[src/rtl/frame_streamer_pkg.sv]
// Shared types and helpers for the sample-frame streamer.
// Holds the FSM encoding, the overrun saturation value and the sample format conversion.
package frame_streamer_pkg;

    typedef enum logic [1:0] {
        IDLE  = 2'd0,
        READ  = 2'd1,
        DRAIN = 2'd2
    } state_t;

    localparam logic [7:0] OVERRUN_SAT = 8'hFF;

    // Offset binary to two's complement is a flip of the sample MSB; w is the sample width (<= 64).
    function automatic logic [63:0] offset_to_twos(input logic [63:0] d, input int w);
        return d ^ (64'd1 << (w - 1));
    endfunction

endpackage

[src/rtl/stream_fifo.sv]
// Synchronous first-word-fall-through FIFO with occupancy count.
// Latency: a pushed word is visible on dout_o the cycle after the push.
// Backpressure: the producer must respect count_o; pushes into a full FIFO are dropped and flagged.
module stream_fifo #(
    parameter int WIDTH = 17,
    parameter int DEPTH = 8
) (
    input  logic                     clk,
    input  logic                     rst_n,
    input  logic                     push_i,
    input  logic [WIDTH-1:0]         din_i,
    input  logic                     pop_i,
    output logic [WIDTH-1:0]         dout_o,
    output logic                     empty_o,
    output logic [$clog2(DEPTH):0]   count_o
);

    localparam int AW = $clog2(DEPTH);

    logic [WIDTH-1:0] mem_q [DEPTH];
    logic [AW-1:0]    wr_ptr_q;
    logic [AW-1:0]    rd_ptr_q;
    logic [AW:0]      cnt_q;
    logic             full;
    logic             do_push;
    logic             do_pop;

    assign full    = (cnt_q == (AW+1)'(DEPTH));
    assign empty_o = (cnt_q == '0);
    assign do_push = push_i & ~full;
    assign do_pop  = pop_i & ~empty_o;
    assign dout_o  = mem_q[rd_ptr_q];
    assign count_o = cnt_q;

    always_ff @(posedge clk or negedge rst_n) begin
        if (!rst_n) begin
            wr_ptr_q <= '0;
            rd_ptr_q <= '0;
            cnt_q    <= '0;
        end else begin
            if (do_push) wr_ptr_q <= wr_ptr_q + 1'b1;
            if (do_pop)  rd_ptr_q <= rd_ptr_q + 1'b1;
            cnt_q <= cnt_q + (AW+1)'(do_push) - (AW+1)'(do_pop);
        end
    end

    always_ff @(posedge clk) begin
        if (do_push) mem_q[wr_ptr_q] <= din_i;
    end

    a_no_overflow: assert property (@(posedge clk) disable iff (!rst_n) !(push_i && full));

endmodule

[src/rtl/frame_streamer.sv]
// Streams an N-sample window from the circular sample BRAM, oldest first, as one AXI-stream frame.
// Latency: start to first tvalid is RD_LAT+2 cycles; then one beat per cycle while tready is high.
// Backpressure: BRAM reads are issued only against free FIFO credits, so tready stalls never lose data.
module frame_streamer
    import frame_streamer_pkg::*;
#(
    parameter int DATA_W     = 16,
    parameter int ADDR_W     = 12,
    parameter int RD_LAT     = 2,
    parameter int FIFO_DEPTH = 8
) (
    input  logic                clk,
    input  logic                reset_n,
    input  logic [ADDR_W-1:0]   head,
    output logic [ADDR_W-1:0]   addr,
    input  logic [DATA_W-1:0]   data,
    input  logic                start,
    input  logic                continuous,
    input  logic                to_signed,
    output logic [2*DATA_W-1:0] frame_tdata,
    output logic                frame_tvalid,
    input  logic                frame_tready,
    output logic                frame_tlast,
    output logic                busy,
    output logic [7:0]          overrun_cnt,
    output logic [15:0]         frame_cnt
);

    localparam int CW = $clog2(FIFO_DEPTH) + 2;
    localparam int FW = DATA_W + 1;

    state_t                     state_q, state_d;
    logic [ADDR_W-1:0]          base_q, base_d;
    logic [ADDR_W-1:0]          idx_q, idx_d;
    logic [ADDR_W-1:0]          addr_q, addr_d;
    logic                       cont_q, cont_d;
    logic                       sign_q, sign_d;
    logic [7:0]                 ovr_q, ovr_d;
    logic [15:0]                fcnt_q, fcnt_d;
    logic [RD_LAT:0]            vld_q;
    logic [RD_LAT:0]            lst_q;
    logic                       issue;
    logic                       issue_last;
    logic [CW-1:0]              inflight;
    logic                       can_issue;
    logic [$clog2(FIFO_DEPTH):0] fifo_count;
    logic                       fifo_empty;
    logic [FW-1:0]              fifo_din;
    logic [FW-1:0]              fifo_dout;
    logic [DATA_W-1:0]          sample;
    logic                       pop;
    logic                       last_acc;

    // Stage 0 of the delay line is the registered address; stage RD_LAT lines up with returned data.
    always_comb begin
        inflight = '0;
        for (int i = 0; i <= RD_LAT; i++) begin
            inflight = inflight + CW'(vld_q[i]);
        end
    end

    assign can_issue = (CW'(fifo_count) + inflight) < CW'(FIFO_DEPTH);

    always_comb begin
        state_d    = state_q;
        base_d     = base_q;
        idx_d      = idx_q;
        addr_d     = addr_q;
        cont_d     = cont_q;
        sign_d     = sign_q;
        fcnt_d     = fcnt_q;
        ovr_d      = ovr_q;
        issue      = 1'b0;
        issue_last = 1'b0;

        if (start && (state_q != IDLE) && (ovr_q != OVERRUN_SAT)) begin
            ovr_d = ovr_q + 8'd1;
        end

        case (state_q)
            IDLE: begin
                if (start) begin
                    state_d = READ;
                    base_d  = head;
                    idx_d   = '0;
                    cont_d  = continuous;
                    sign_d  = to_signed;
                end
            end
            READ: begin
                if (can_issue) begin
                    issue      = 1'b1;
                    issue_last = &idx_q;
                    addr_d     = base_q + idx_q;
                    idx_d      = idx_q + 1'b1;
                    if (&idx_q) state_d = DRAIN;
                end
            end
            DRAIN: begin
                if (last_acc) begin
                    fcnt_d = fcnt_q + 16'd1;
                    // Restart needs continuous set both at this frame's start and now, so a clear lands after this frame.
                    if (cont_q && continuous) begin
                        state_d = READ;
                        base_d  = head;
                        idx_d   = '0;
                        cont_d  = continuous;
                        sign_d  = to_signed;
                    end else begin
                        state_d = IDLE;
                    end
                end
            end
            default: state_d = IDLE;
        endcase
    end

    always_ff @(posedge clk or negedge reset_n) begin
        if (!reset_n) begin
            state_q <= IDLE;
            base_q  <= '0;
            idx_q   <= '0;
            addr_q  <= '0;
            cont_q  <= 1'b0;
            sign_q  <= 1'b0;
            fcnt_q  <= '0;
            ovr_q   <= '0;
            vld_q   <= '0;
            lst_q   <= '0;
        end else begin
            state_q <= state_d;
            base_q  <= base_d;
            idx_q   <= idx_d;
            addr_q  <= addr_d;
            cont_q  <= cont_d;
            sign_q  <= sign_d;
            fcnt_q  <= fcnt_d;
            ovr_q   <= ovr_d;
            vld_q   <= {vld_q[RD_LAT-1:0], issue};
            lst_q   <= {lst_q[RD_LAT-1:0], issue_last};
        end
    end

    assign sample   = sign_q ? DATA_W'(offset_to_twos(64'(data), DATA_W)) : data;
    assign fifo_din = {lst_q[RD_LAT], sample};

    stream_fifo #(
        .WIDTH (FW),
        .DEPTH (FIFO_DEPTH)
    ) u_fifo (
        .clk     (clk),
        .rst_n   (reset_n),
        .push_i  (vld_q[RD_LAT]),
        .din_i   (fifo_din),
        .pop_i   (pop),
        .dout_o  (fifo_dout),
        .empty_o (fifo_empty),
        .count_o (fifo_count)
    );

    assign frame_tvalid = ~fifo_empty;
    assign frame_tlast  = fifo_dout[DATA_W] & ~fifo_empty;
    assign frame_tdata  = {{DATA_W{1'b0}}, fifo_dout[DATA_W-1:0]};
    assign pop          = frame_tvalid & frame_tready;
    assign last_acc     = pop & frame_tlast;
    assign busy         = (state_q != IDLE);
    assign addr         = addr_q;
    assign overrun_cnt  = ovr_q;
    assign frame_cnt    = fcnt_q;

endmodule

[config.mk]
export PLATFORM = sky130hd
export DESIGN_NAME = frame_streamer
export DESIGN_NICKNAME = d
export VERILOG_FILES = /design/src/rtl/frame_streamer_pkg.sv /design/src/rtl/stream_fifo.sv /design/src/rtl/frame_streamer.sv
export SDC_FILE = /design/constraint.sdc
export NUM_CORES = 1
export LEC_CHECK = 0
export ABC_AREA = 1
export CORE_UTILIZATION = 30
export DETAILED_ROUTE_END_ITERATION = 16
export PLACE_DENSITY = 0.49
export SYNTH_ARGS = -nofsm -noshare
export SYNTH_HDL_FRONTEND = slang
export SYNTH_SLANG_ARGS = --single-unit
[constraint.sdc]
create_clock -name clk -period 3.7 [get_ports clk]
set_input_delay 0.74 -clock clk [delete_from_list [all_inputs] [get_ports clk]]
set_output_delay 0.74 -clock clk [all_outputs]
set_load 0.02 [all_outputs]
Word level (Yosys, flattened, before mapping) --
Memories as Yosys holds them, arrays and structs flattened. Cells that the tools add are included.
Cells by class: equal/unequal tests 9, bitwise logic cells 8, order comparisons 1, multiplexer cells 30, reduce and logical (&&, ||, !) cells 14, add/sub/neg operators 11
Operators by type and width (count):
- 12-bit two-way mux | 7
- 12-bit case mux with 3 select lines | 1
- 12-bit case mux with 2 select lines | 1
- 16-bit by 1-bit adder with 16-bit output, second input constant | 1
- 16-bit two-way mux | 1
- 1-bit two-way mux | 13
- 12-bit by 1-bit adder with 12-bit output, second input constant | 1
- 12-bit adder | 1
- 12-bit AND reduction | 1
- 2-bit != test, second input constant | 5
- 8-bit by 1-bit adder with 8-bit output, second input constant | 1
- 2-bit two-way mux | 4
- 8-bit != test, second input constant | 1
- 4-bit AND reduction | 2
- 3-bit by 1-bit adder with 3-bit output, second input constant | 2
- 2-bit case mux with 3 select lines | 1
- 4-bit by 3-bit adder with 5-bit output | 1
- 1-bit AND | 5
- 5-bit by 4-bit < comparator with 1-bit output, second input constant | 1
- 5-bit AND reduction | 1
- 4-bit by 1-bit adder with 4-bit output | 1
- 4-bit == test, second input constant | 1
- 4-bit zero test | 1
- 1-bit case mux with 2 select lines | 2
- other kinds (11) | 17
Word-level totals: memory bits (writable) 136, register bits 80, memories 1, word-level logic and storage cells 87, bits of input ports 34
Memories:
- u_fifo.mem_q | depth 8, width 17, rd ports 1, clocked after Yosys merged registers in 0, write ports 1, RTL line stream_fifo.sv:20 | logic [WIDTH-1:0] mem_q [DEPTH];

Depth between registers and ports, before layout --
depth in word-level cells 6, depth in mapped cells 12, gate-level depth less buffers 11

Hierarchy --
A second synthesis with hierarchy kept.
Unflattened totals: cells, all modules 1196, area, all modules 10737.8 um^2
Modules (own cells, without submodules):
- stream_fifo | instances 1, area each 6533.8 um^2, sequential area each 4334.2 um^2, cells each 657
- frame_streamer | instances 1, area each 4204.0 um^2, sequential area each 1751.7 um^2, cells each 539

Worst setup path after synthesis --
OpenSTA, ideal clock, no wires.
kind register to register, from register u_fifo.cnt_q[2] (netlist: u_fifo.count_o[2]), to memory u_fifo.mem_q[0][0], enable pin, stages on the path, launching flop included 9, buffers on the path 1, setup slack 1.213 ns, arrival 2.097 ns, data required time 3.310 ns, path through dfrtp_1 > inv_1 > ha_1 > nand3_1 > and2_1 > clkbuf_1 > inv_1 > or2_2 > nor2_1
On the way: longest elaborated chain between the ends 5
Ends and longest elaborated chain:
- start: declaration | RTL line stream_fifo.sv:23 | logic [AW:0] cnt_q;
- start signal: assignment | RTL line stream_fifo.sv:43 | cnt_q <= cnt_q + (AW+1)'(do_push) - (AW+1)'(do_pop);
- 4-bit == test | RTL line stream_fifo.sv:28 | assign full = (cnt_q == (AW+1)'(DEPTH));
- 1-bit NOT | RTL line stream_fifo.sv:30 | assign do_push = push_i & ~full;
- 1-bit AND | RTL line stream_fifo.sv:30
- named net u_fifo.do_push | RTL line stream_fifo.sv:25 | logic do_push;
- 1-bit two-way mux | RTL line stream_fifo.sv:48 | if (do_push) mem_q[wr_ptr_q] <= din_i;
- 1-bit two-way mux (not written as such) | RTL line stream_fifo.sv:48
- end: declaration | RTL line stream_fifo.sv:20
The timed path passes the listed nets, and every way through them passes these cells.

Final worst setup path --
from register u_fifo.rd_ptr_q[1], to output frame_tdata[0]
On the way: longest elaborated chain between the ends 1
Ends and longest elaborated chain:
- start: declaration | RTL line stream_fifo.sv:22 | logic [AW-1:0] rd_ptr_q;
- start signal: assignment | RTL line stream_fifo.sv:42 | if (do_pop) rd_ptr_q <= rd_ptr_q + 1'b1;
- memory read 8 x 17 bit
- end: declaration | RTL line frame_streamer.sv:20 | output logic [2*DATA_W-1:0] frame_tdata,
Every way passes these cells.

==> metrics.csv <==
metric,value,unit
status,"finished, final reports clean",
First-pass DRT Iterations,5,
Initial Util,30.6,%
I/O pin cnt,105,
Routed Wire Length,22900,µm
NetSw,0.00355,W
CTS root buf,clkbuf_16,
clk buf depth,3,
total die area,34000,µm²
most frequent cells in the layout,"nand2_1 (176), nor2_1 (144), edfxtp_1 (136)",
RSZ-0062 raised after global routing,false,
Pleak,4.78,nW
Most used DFF post-synth,edfxtp_1,
core area,32600,µm²
combinational power share,38.2,%
CP Class,flop to primary output,
critical path peak fanout,22,
worst flop-to-flop path startpoint,vld_q[0]$_DFF_PN0_,
top-area cell type share of the netlist area,40.9,%
synthesized netlist cell count,986,
Setup Buffers After CTS,0,
Sw Share,37.3,%
"CTS clk-pin slew, worst paths",0.06,ns
Num CTS Buffers,26,
Inserted Diodes,0,
Slew Limit Fails,0,
Area contributors post-synth,"edfxtp_1 (41%), dfrtp_1 (20%), nand2_1 (6.6%)",
largest net degree at the start of global routing,70,
post-synth top area cell,edfxtp_1,
share of cells above drive strength 1,6.62,%
synthesized cell area,9970,µm²
CP Launch Type,flop,
Antenna Nets Post-Route,0,
Ys Warns,0,
CP max stage delay,0.65,ns
cts hold-fix bufs,0,
fin cells,1544,
# port buffers,88,
"most common cell after layout, fill and taps aside",nand2_1,
routed vias,7017,
HPWL after detailed placement,14700,µm
capturing point of the worst reg2reg path,idx_q[2]$_DFFE_PN0P_,
# Max-Cap Violations,0,
Cell Rows,66,
vias in the first global route,6876,
total negative slack,0,ns
drt wl/cell,14.9,µm
Placed Instance Area,11300,µm²
Sink Count,216,
area grow syn2layout,22.0,%
Setup Viol. Count Final,0,
Post-synth EDFFs,136,
GRT Util Overall,13.8,%
required time worst endpoint,2.96,ns
Fmax,0.294,GHz
post_cts resized,0,
First DRT Iteration DRCs,427,
"Buf+Inv Stages, Crit Path",3,
WHS,0.197,ns
Slew @ Worst Pin,0.780,ns
CP arrival,2.66,ns
R2R Setup Slk,1.16,ns
Final period util,91.9,%
grt ovf,0,
Async SR Flop Fraction,37.0,%
Chip Height,184,µm
Slew HR,47.8,%
H-tree depth,1,
R2R cell count,11,
Flop pwr share,35.9,%
clock share of power,25.8,%
worst-path cell chain,inv_2 > buf_4 > o21ai_0 > o22ai_1 > nor2_1 > a31oi_1 > clkdlybuf4s50_1,
Yosys reg bits,216,
Final Hold Viols,0,
placed cells,1496,
Pwr per Cell Area,783,nW/µm²
min-delay worst type,primary input to async pin,
VDD IR max,0.000393,V
initial antenna violation count,1,
Total Nets Final,1143,
synth unique cells,36,
Final Skew,0.0106,ns
"Clk Latency, worst-skew pair",0.53,ns
CTS tree,done,
Pint,0.00598,W
gpl congestion,0.780,
post-route cell area,12200,µm²
Synth Area per Inst,10.1,µm²
DRC viols,0,
Die W,184,µm
via-per-instance ratio,4.54,
Period minus WS final,3.40,ns
CP endpoint kind,primary output,
CP max-delay cell,clkdlybuf4s50_1,
global-route wire length before repair,37200,µm
kind of cell with the highest combined delay on the critical path,buffers and inverters,
post-synthesis sequential area ratio,61.0,%
## sequential cells by signal (all words and copies together) (netlist names), 2 cells and up
signal and flops:
addr 12, base_q 12, frame_cnt 16, idx_q 12, lst_q 3, overrun_cnt 8
state_q 2, u_fifo.count_o 4, u_fifo.mem_q 136, u_fifo.rd_ptr_q 3, u_fifo.wr_ptr_q 3, vld_q 3
## per-layer routing
| layer | track usage (%) | part of all wire (%) | vias to the layer above |
|---|---|---|---|
| met2 | 23.5 | 47 | 127 |
| li1 | - | - | 3523 |
| met3 | 2.51 | 4.4 | 39 |
| met4 | 3.40 | 2.1 | 2 |
| met5 | 0 | 0.048 | - |
| met1 | 18.2 | 46 | 3326 |
## how the worst max path moves through the flow
| stage | from | endpoint | slack, ns | cells past startpoint |
|---|---|---|---|---|
| after floorplan | u_fifo.count_o[2]$_DFF_PN0_ | u_fifo.mem_q[0][0]$_DFFE_PP_ | 1.21 | 8 |
| after global placement | u_fifo.rd_ptr_q[1]$_DFFE_PN0N_ | frame_tdata[0] | 0.69 | 6 |
| after detailed placement | u_fifo.rd_ptr_q[1]$_DFFE_PN0N_ | frame_tdata[0] | 0.69 | 6 |
| after CTS | u_fifo.rd_ptr_q[1]$_DFFE_PN0N_ | frame_tdata[0] | 0.11 | 6 |
| after global routing | u_fifo.rd_ptr_q[1]$_DFFE_PN0N_ | frame_tdata[0] | 0.16 | 7 |
| final | u_fifo.rd_ptr_q[1]$_DFFE_PN0N_ | frame_tdata[0] | 0.30 | 7 |
## Yosys cell counts, types with 2 or more instances
cell / count
a21oi_1: 8
a31oi_1: 20
buf_2: 15
buf_4: 20
clkbuf_1: 19
clkbuf_2: 2
dfrtp_1: 80
edfxtp_1: 136
fa_1: 3
ha_1: 24
inv_1: 76
inv_2: 3
nand2_1: 176
nand3_1: 32
nand3_2: 4
nand4_1: 37
nor2_1: 145
nor3_1: 19
nor3b_1: 3
o21ai_0: 87
o21ai_1: 10
o22ai_1: 16
or2_2: 2
xnor2_1: 14
xor2_1: 24
## kinds of logic (layout without fill, tap and decap cells)
| group | Yosys count | in the layout | share of synthesized area, % |
|---|---|---|---|
| buf+inv | 137 | 238 | 6.12 |
| simple gates | 423 | 423 | 18.1 |
| xor+xnor | 38 | 38 | 3.34 |
| compound gates | 144 | 144 | 7.76 |
| flops | 216 | 216 | 61.0 |
| fa+ha+maj | 27 | 27 | 3.61 |
| other cells | 1 | 16 | 0.0376 |
## final cells by class
| type | instances | area, µm² |
|---|---|---|
| flip-flops and latches | 216 | 6090 |
| clock buffers | 37 | 712 |
| repair buffers | 110 | 1070 |
| well taps | 442 | 553 |
| fillers | 3265 | 20400 |
| multi-input cells | 648 | 3340 |
| clock inverters | 11 | 111 |
| inverters | 80 | 300 |
## through the flow
| step | util [%] | setup slack, ns | total power, W |
|---|---|---|---|
| finish | 37.3 | 0.300 | 0.00953 |
| detailed placement | 34.8 | 0.688 | 0.00719 |
| floorplan | - | 1.21 | 0.00578 |
| global route | 37.3 | 0.161 | 0.0102 |
| global placement | 34.8 | 0.689 | 0.00717 |
| CTS | 37.3 | 0.114 | 0.00971 |
## power by group through the flow
stage / combinational [W] / sequential (W) / clock [W]
after global placement: 0.00369 / 0.00348 / 0
after CTS: 0.00373 / 0.00344 / 0.00255
after global routing: 0.00411 / 0.00349 / 0.00264
after floorplan: 0.00229 / 0.00349 / 0
after detailed placement: 0.00371 / 0.00348 / 0
final: 0.00365 / 0.00343 / 0.00246
(Power assumes the default switching activity.)
